## src/rtl/pll_clk_monitor.sv

```systemverilog
`default_nettype none
// ============================================================================
// pll_clk_monitor : counts reference edges per fast-clock window, tracks lock
// Revision 1.0
// ============================================================================
module pll_clk_monitor #(
    parameter int WINDOW       = 2000,
    parameter int EXP_CNT      = 270,
    parameter int TOL          = 4,
    parameter int GOOD_WINDOWS = 4,
    parameter int CNT_W        = 12
) (
    input  logic             clk,
    input  logic             rst_n,
    input  logic             enable,
    input  logic             mon_in,
    input  logic             clr_err,
    output logic [CNT_W-1:0] meas_cnt,
    output logic             meas_valid,
    output logic             freq_ok,
    output logic             err_sticky,
    output logic [1:0]       state
);

    localparam int c_win_w  = (WINDOW > 1) ? $clog2(WINDOW) : 1;
    localparam int c_good_w = $clog2(GOOD_WINDOWS + 1);
    localparam logic [c_win_w-1:0]  c_win_last = c_win_w'(WINDOW - 1);
    localparam logic [c_good_w-1:0] c_good_max = c_good_w'(GOOD_WINDOWS);
    localparam logic [c_good_w-1:0] c_good_pre = c_good_w'(GOOD_WINDOWS - 1);
    localparam logic [31:0]         c_lo       = 32'(EXP_CNT - TOL);
    localparam logic [31:0]         c_hi       = 32'(EXP_CNT + TOL);

    typedef enum logic [1:0] {
        ST_IDLE    = 2'b00,
        ST_ACQUIRE = 2'b01,
        ST_LOCKED  = 2'b10
    } state_t;

    state_t              r_state, w_state_nxt;
    logic                r_s1, r_s2, r_s3;
    logic [c_win_w-1:0]  r_win_cnt;
    logic [CNT_W-1:0]    r_edge_cnt;
    logic [CNT_W-1:0]    r_meas_cnt;
    logic                r_meas_valid;
    logic                r_freq_ok, w_freq_nxt;
    logic                r_err;
    logic [c_good_w-1:0] r_good_run, w_good_nxt;
    logic                w_err_set;
    logic                w_edge;
    logic                w_active;
    logic                w_close;
    logic [CNT_W:0]      w_sum;
    logic [CNT_W-1:0]    w_sum_sat;
    logic                w_in_range;

    assign w_edge     = r_s2 & ~r_s3;
    assign w_active   = enable && (r_state != ST_IDLE);
    assign w_close    = w_active && (r_win_cnt == c_win_last);
    assign w_sum      = {1'b0, r_edge_cnt} + {{CNT_W{1'b0}}, w_edge};
    // Carry out means the counter was already at full scale: hold it there
    assign w_sum_sat  = w_sum[CNT_W] ? {CNT_W{1'b1}} : w_sum[CNT_W-1:0];
    assign w_in_range = (32'(w_sum_sat) >= c_lo) && (32'(w_sum_sat) <= c_hi);

    always_comb begin
        w_state_nxt = r_state;
        w_good_nxt  = r_good_run;
        w_freq_nxt  = r_freq_ok;
        w_err_set   = 1'b0;
        if (!enable) begin
            w_state_nxt = ST_IDLE;
            w_good_nxt  = '0;
            w_freq_nxt  = 1'b0;
        end else begin
            case (r_state)
                ST_IDLE: w_state_nxt = ST_ACQUIRE;
                ST_ACQUIRE: begin
                    if (w_close) begin
                        if (w_in_range) begin
                            w_good_nxt = (r_good_run >= c_good_pre) ? c_good_max
                                                                    : r_good_run + 1'b1;
                            if (w_good_nxt == c_good_max) begin
                                w_state_nxt = ST_LOCKED;
                                w_freq_nxt  = 1'b1;
                            end
                        end else begin
                            w_good_nxt = '0;
                        end
                    end
                end
                ST_LOCKED: begin
                    if (w_close && !w_in_range) begin
                        w_state_nxt = ST_ACQUIRE;
                        w_good_nxt  = '0;
                        w_freq_nxt  = 1'b0;
                        w_err_set   = 1'b1;
                    end
                end
                default: w_state_nxt = ST_IDLE;
            endcase
        end
    end

    always_ff @(posedge clk or negedge rst_n) begin
        if (!rst_n) begin
            r_state    <= ST_IDLE;
            r_good_run <= '0;
            r_freq_ok  <= 1'b0;
        end else begin
            r_state    <= w_state_nxt;
            r_good_run <= w_good_nxt;
            r_freq_ok  <= w_freq_nxt;
        end
    end

    always_ff @(posedge clk or negedge rst_n) begin
        if (!rst_n) begin
            r_s1         <= 1'b0;
            r_s2         <= 1'b0;
            r_s3         <= 1'b0;
            r_win_cnt    <= '0;
            r_edge_cnt   <= '0;
            r_meas_cnt   <= '0;
            r_meas_valid <= 1'b0;
            r_err        <= 1'b0;
        end else begin
            r_s1         <= mon_in;
            r_s2         <= r_s1;
            r_s3         <= r_s2;
            r_meas_valid <= w_close;
            if (!w_active) begin
                r_win_cnt  <= '0;
                r_edge_cnt <= '0;
            end else if (w_close) begin
                r_win_cnt  <= '0;
                r_edge_cnt <= '0;
                r_meas_cnt <= w_sum_sat;
            end else begin
                r_win_cnt  <= r_win_cnt + 1'b1;
                r_edge_cnt <= w_sum_sat;
            end
            // A loss-of-lock event takes priority over a clear in the same cycle
            if (w_err_set) begin
                r_err <= 1'b1;
            end else if (clr_err) begin
                r_err <= 1'b0;
            end
        end
    end

    assign meas_cnt   = r_meas_cnt;
    assign meas_valid = r_meas_valid;
    assign freq_ok    = r_freq_ok;
    assign err_sticky = r_err;
    assign state      = r_state;

endmodule
`default_nettype wire

```

## config.mk

```make
export PLATFORM = sky130hd
export DESIGN_NAME = pll_clk_monitor
export DESIGN_NICKNAME = d
export VERILOG_FILES = /design/src/rtl/pll_clk_monitor.sv
export SDC_FILE = /design/constraint.sdc
export NUM_CORES = 1
export LEC_CHECK = 0
export CORE_MARGIN = 2
export CORE_UTILIZATION = 25
export DETAILED_ROUTE_END_ITERATION = 8
export SETUP_SLACK_MARGIN = 0.4
export SLEW_MARGIN = 20
export SYNTH_ARGS = -nofsm -noshare
export SYNTH_HDL_FRONTEND = slang
export SYNTH_SLANG_ARGS = --single-unit
```

## constraint.sdc

```tcl
create_clock -name clk -period 3.2 [get_ports clk]
set_input_delay 0.32 -clock clk [delete_from_list [all_inputs] [get_ports clk]]
set_output_delay 0.32 -clock clk [all_outputs]
set_load 0.03 [all_outputs]
```

* Word-level counts from Yosys, hierarchy flattened
Cells that the tools add are included.
W data, S select, Z words.
** Storage, ports and cells
- Register bits after elaboration :: 46
- Input bits :: 5
- Output and inout port bits :: 17
** Cells by class
- Add/sub/neg operators :: 3
- $lt $le $gt $ge :: 3
- Eq/ne operators :: 9
- Muxes and demuxes :: 28
- Bitwise logic cells :: 2
- Reduce and logical (&&, ||, !) cells :: 12
** Operator list (count)
- $mux W12 :: 3
- $mux W11 :: 2
- $mux W3 :: 5
- $add A12 B1 Y13 :: 1
- $ge A12 B9 Y1 const B :: 1
- $le A12 B9 Y1 const B :: 1
- $ne A3 B3 Y1 const B :: 4
- $add A11 B1 Y11 const B :: 1
- $eq A11 B11 Y1 const B :: 1
- $mux W1 :: 10
- $mux W2 :: 5
- $pmux W2 S3 :: 1
- $pmux W3 S2 :: 1
- $reduce_and A5 Y1 :: 1
- $logic_and A1 B1 Y1 :: 4
- $reduce_and A4 Y1 :: 1
- $reduce_bool A2 Y1 :: 2
- $add A3 B1 Y3 const B :: 1
- $eq A3 B3 Y1 const B :: 1
- $ge A3 B2 Y1 const B :: 1
- $ne A3 B1 Y1 const B :: 1
- $reduce_and A3 Y1 :: 1
- $eq A2 B1 Y1 const B :: 1
- $eq A2 B2 Y1 const B :: 1
- 6 further kinds :: 6

* Depth between registers and ports, before layout
- Depth in word-level cells :: 12
- Depth in mapped cells :: 9
- Mapped depth without buffers :: 9

* Least setup slack after synthesis
Ideal clock, no wire load.
- Kind :: register -> register
- Start point :: register r_s2
- End point :: register r_state[0] (netlist: state[0])
- Arrival :: 2.184 ns
- Slack :: 0.896 ns
- Cell stages (with the launch flop) :: 10
- Path buffers :: 0
- Clock period less this slack :: 2.304 ns
- Path through :: dfrtp_1 -> nor2b_1 -> ha_1 -> ha_1 -> and3_1 -> and3_2 -> o21ai_0 -> and4b_4 -> nand2_1 -> o211a_1
** Between the ends
- Longest elaborated chain between the ends :: 9
** RTL lines
- start: declaration :: line 40 : logic r_s1, r_s2, r_s3;
- start signal: assignment :: line 127 : r_s2 <= r_s1;
- $and A1 B1 Y1 (*) :: line 56 : assign w_edge = r_s2 & ~r_s3;
- $add A12 B1 Y13 (*) :: line 59 : assign w_sum = {1'b0, r_edge_cnt} + {{CNT_W{1'b0}}, w_edge};
- $mux W12 (*) :: line 61 : assign w_sum_sat = w_sum[CNT_W] ? {CNT_W{1'b1}} : w_sum[CNT_W-1:0];
- $ge A12 B9 Y1 / $le A12 B9 Y1 (equally long branches) :: line 62 : assign w_in_range = (32'(w_sum_sat) >= c_lo) && (32'(w_sum_sat) <= c_hi);
- $logic_and A1 B1 Y1 (*) :: line 62
- $logic_not A1 Y1 :: line 91 : if (w_close && !w_in_range) begin
- $logic_and A1 B1 Y1 :: line 91
- $ne A3 B3 Y1 (no source line)
- $reduce_and A4 Y1 (no source line) (*)
- end signal: assignment :: line 109 : r_state <= w_state_nxt;
- end: declaration :: line 39 : state_t r_state, w_state_nxt;
Mark *: on every way between the ends. The rest lies on a longest branch, timed or not.
A chain may end at the register's enable or synchronous reset.

* Worst setup path in the final report
Ends and elaborated chain as after synthesis.

==> out/metrics.yaml <==
outcome:
  status: "finished, violations left"
  violations: "hold timing"
die:
  core_region_area_mm2: 0.00876
  ios: 22
  die_w_um: 99.4
  rows: 34
  start_util_pct: 26.0
  dieHeight_um: 99.4
  die_area_mm2: 0.00989
synthesis:
  yosysTopAreaCell: "dfrtp_1"
  syn_nets: 248
  synth-edff-count: 0
  syn_avg_cell_area_um2: 9.57
  synth_area_leaders: "dfrtp_1, nor2_1, o21ai_0, nand2_1, nand3_1"
  async_reset_ff_share_pct: 100
  ys_seq_area_share_pct: 50.5
  ys_types: 49
  syn_area_mm2: 0.00228
  ys_ff_latch: 46
  ys_warn_count: 0
  netlist_instances: 238
  ys.flop_type: "dfrtp_1"
  synth_top_cell_area_share_pct: 50.5
cts:
  root_buffer: "clkbuf_8"
  cts-resized-gates: 0
  clk_latency_ns: 0.31
  clock_path_buffers: 2
  hold_buffers: 0
  cts_tree: "yes"
  clock-sinks: 46
  cts_setup_buffers: 0
  cts_made_buffers: 5
  htreeDepth: 2
  clk_pin_slew_ns: 0.09
global_routing:
  grt_use_total_pct: 10.6
  grt_pass1_wl_um: 8420
  overflow: 0
  grt_pass1_vias: 1767
  grt_max_degree: 47
  antenna_found_initial: 0
sta:
  tightestPinTransition_ns: 0.809
  hold_slack_ns: -0.00671
  drv_slew: 0
  timing.fmax_mhz: 391
  finalSetupViolCount: 0
  fin_tns_setup_ns: 0
  relSlewSlack_pct: 45.9
  fin_crit_sh_pct: 79.9
  rsz0062_at_grt: "false"
  min_period_ns: 2.56
  skew_ns: 0.00993
  hold_violations: 5
job:
  cap_violations: 0
placed_design:
  place_congestion: 0.873
  dpl-instance-area_mm2: 0.00257
  port_buffers: 21
  dp_hpwl_um: 3410
setup_path:
  path_class: "flop to flop"
  crit_arrival_ns: 2.76
  reg2reg_slack_ns: 0.64
  cp-end-kind: "flop"
  timing.rr.end: "state[0]"
  cp_max_fo: 7
  rr_worst_depth: 9
  worst_ep_required_time_ns: 3.40
  reg2reg_from: "r_s2"
  critPathLaunchType: "flop"
cells_and_area:
  antennaDiodeCount: 0
  fillers: 936
  final_nets: 268
  layout-drive-gt1-share_pct: 8.11
  fin_area_mm2: 0.00267
  final_common_cell: "dfrtp_1"
  synthToLayoutAreaGrowth_pct: 17.3
  final_cell_mix: "dfrtp_1, nor2_1, nand2_1, o21ai_0, clkdlybuf4s50_1"
routing:
  wl_um: 4800
  drc_errors: 0
  routed_via_density: 4.85
  wl_per_cell_um: 13.1
  vias: 1780
  drt_iter0_markers: 71
  final_antenna_net_count: 0
  drt_first_pass_iters: 5
power_and_ir_drop:
  p_leak_nw: 1.10
  power_density_mw_per_mm2: 373
  vdd_drop_max_uv: 139
worst_hold_path:
  hp-class: "input pin to async pin"
## per-stage QoR
stage               setup slack (ns)  total power [W]  std cells  util, %
floorplan                      0.896         0.000612        238        -
CTS                            0.632          0.00102        367     30.4
global placement               0.749         0.000632        359     29.4
detailed placement             0.652         0.000633        359     29.4
finish                         0.643         0.000997        367     30.5
global route                   0.451          0.00104        367     30.5
## worst max path at each step
stage               start       end  depth (start not counted)
floorplan            r_s2  state[0]                          9
global placement     r_s2  state[0]                          9
detailed placement   r_s2  state[0]                          9
CTS                  r_s2  state[0]                          9
global route         r_s2  state[0]                          9
finish               r_s2  state[0]                          9
## synthesized netlist by cell type, types with 3 or more instances
master    number
xnor2_1        6
ha_1           5
inv_1          5
nor2b_1        4
nand4_1        4
a31oi_1        3
clkbuf_1       4
nand3_1       17
and3_1         5
xor2_1         5
o21ai_0       24
dfrtp_1       46
nand2_1       24
nor2_1        37
a21oi_1        5
## where the power goes
group	total [W]	internal [W]	switching, W
logic	0.0000321	0.00000885	0.0000233
registers	0.000588	0.000585	0.00000267
clock network	0.000377	0.000158	0.000219
## area by class of cell
class | instances | area [µm²] | share of cell area (%)
multi-input cells | 179 | 1060 | 39.8
repair buffers | 21 | 208 | 7.78
flip-flops and latches | 46 | 1150 | 43.1
clock buffers | 5 | 68.8 | 2.58
inverters | 5 | 18.8 | 0.703
well taps | 108 | 135 | 5.06
clock inverters | 3 | 25.0 | 0.937
## metal layers
| metal | up-vias | GRT usage, % | wire (µm) | share of wire [%] |
|---|---|---|---|---|
| li1 | 882 | - | - | - |
| met1 | 864 | 14.1 | 2310 | 48 |
| met2 | 27 | 16.8 | 2270 | 47 |
| met3 | 7 | 2.67 | 164 | 3.4 |
| met4 | 0 | 3.48 | 57 | 1.2 |
| met5 | - | 0 | 0 | 0 |
## flip-flops by register name (all words and copies together), names as in the netlist
name,cells
r_good_run,3
r_edge_cnt,12
state,2
meas_cnt,12
r_win_cnt,11
err_sticky,1
freq_ok,1
r_s1,1
r_s3,1
r_s2,1
meas_valid,1
## cell families after synthesis
kind of cell / after synthesis / share of synthesized area [%]
AO/OA/AOI/OAI: 49 / 13.5
XOR/XNOR: 11 / 4.23
adder cells (fa/ha/maj): 5 / 2.75
buffers and inverters: 13 / 2.75
flip-flops: 46 / 50.5
multiplexers: 2 / 0.879
AND/OR/NAND/NOR: 112 / 25.4
## critical path, stage by stage, from the launching register on
cell     delay (ns)
dfrtp_1        0.39
nor2b_1        0.13
ha_1           0.23
ha_1           0.27
and3_1         0.25
and3_2         0.22
o21ai_0        0.26
and4b_4        0.31
nand2_1        0.13
o211a_1        0.25
No activity file was read; power rests on OpenSTA's default activity.
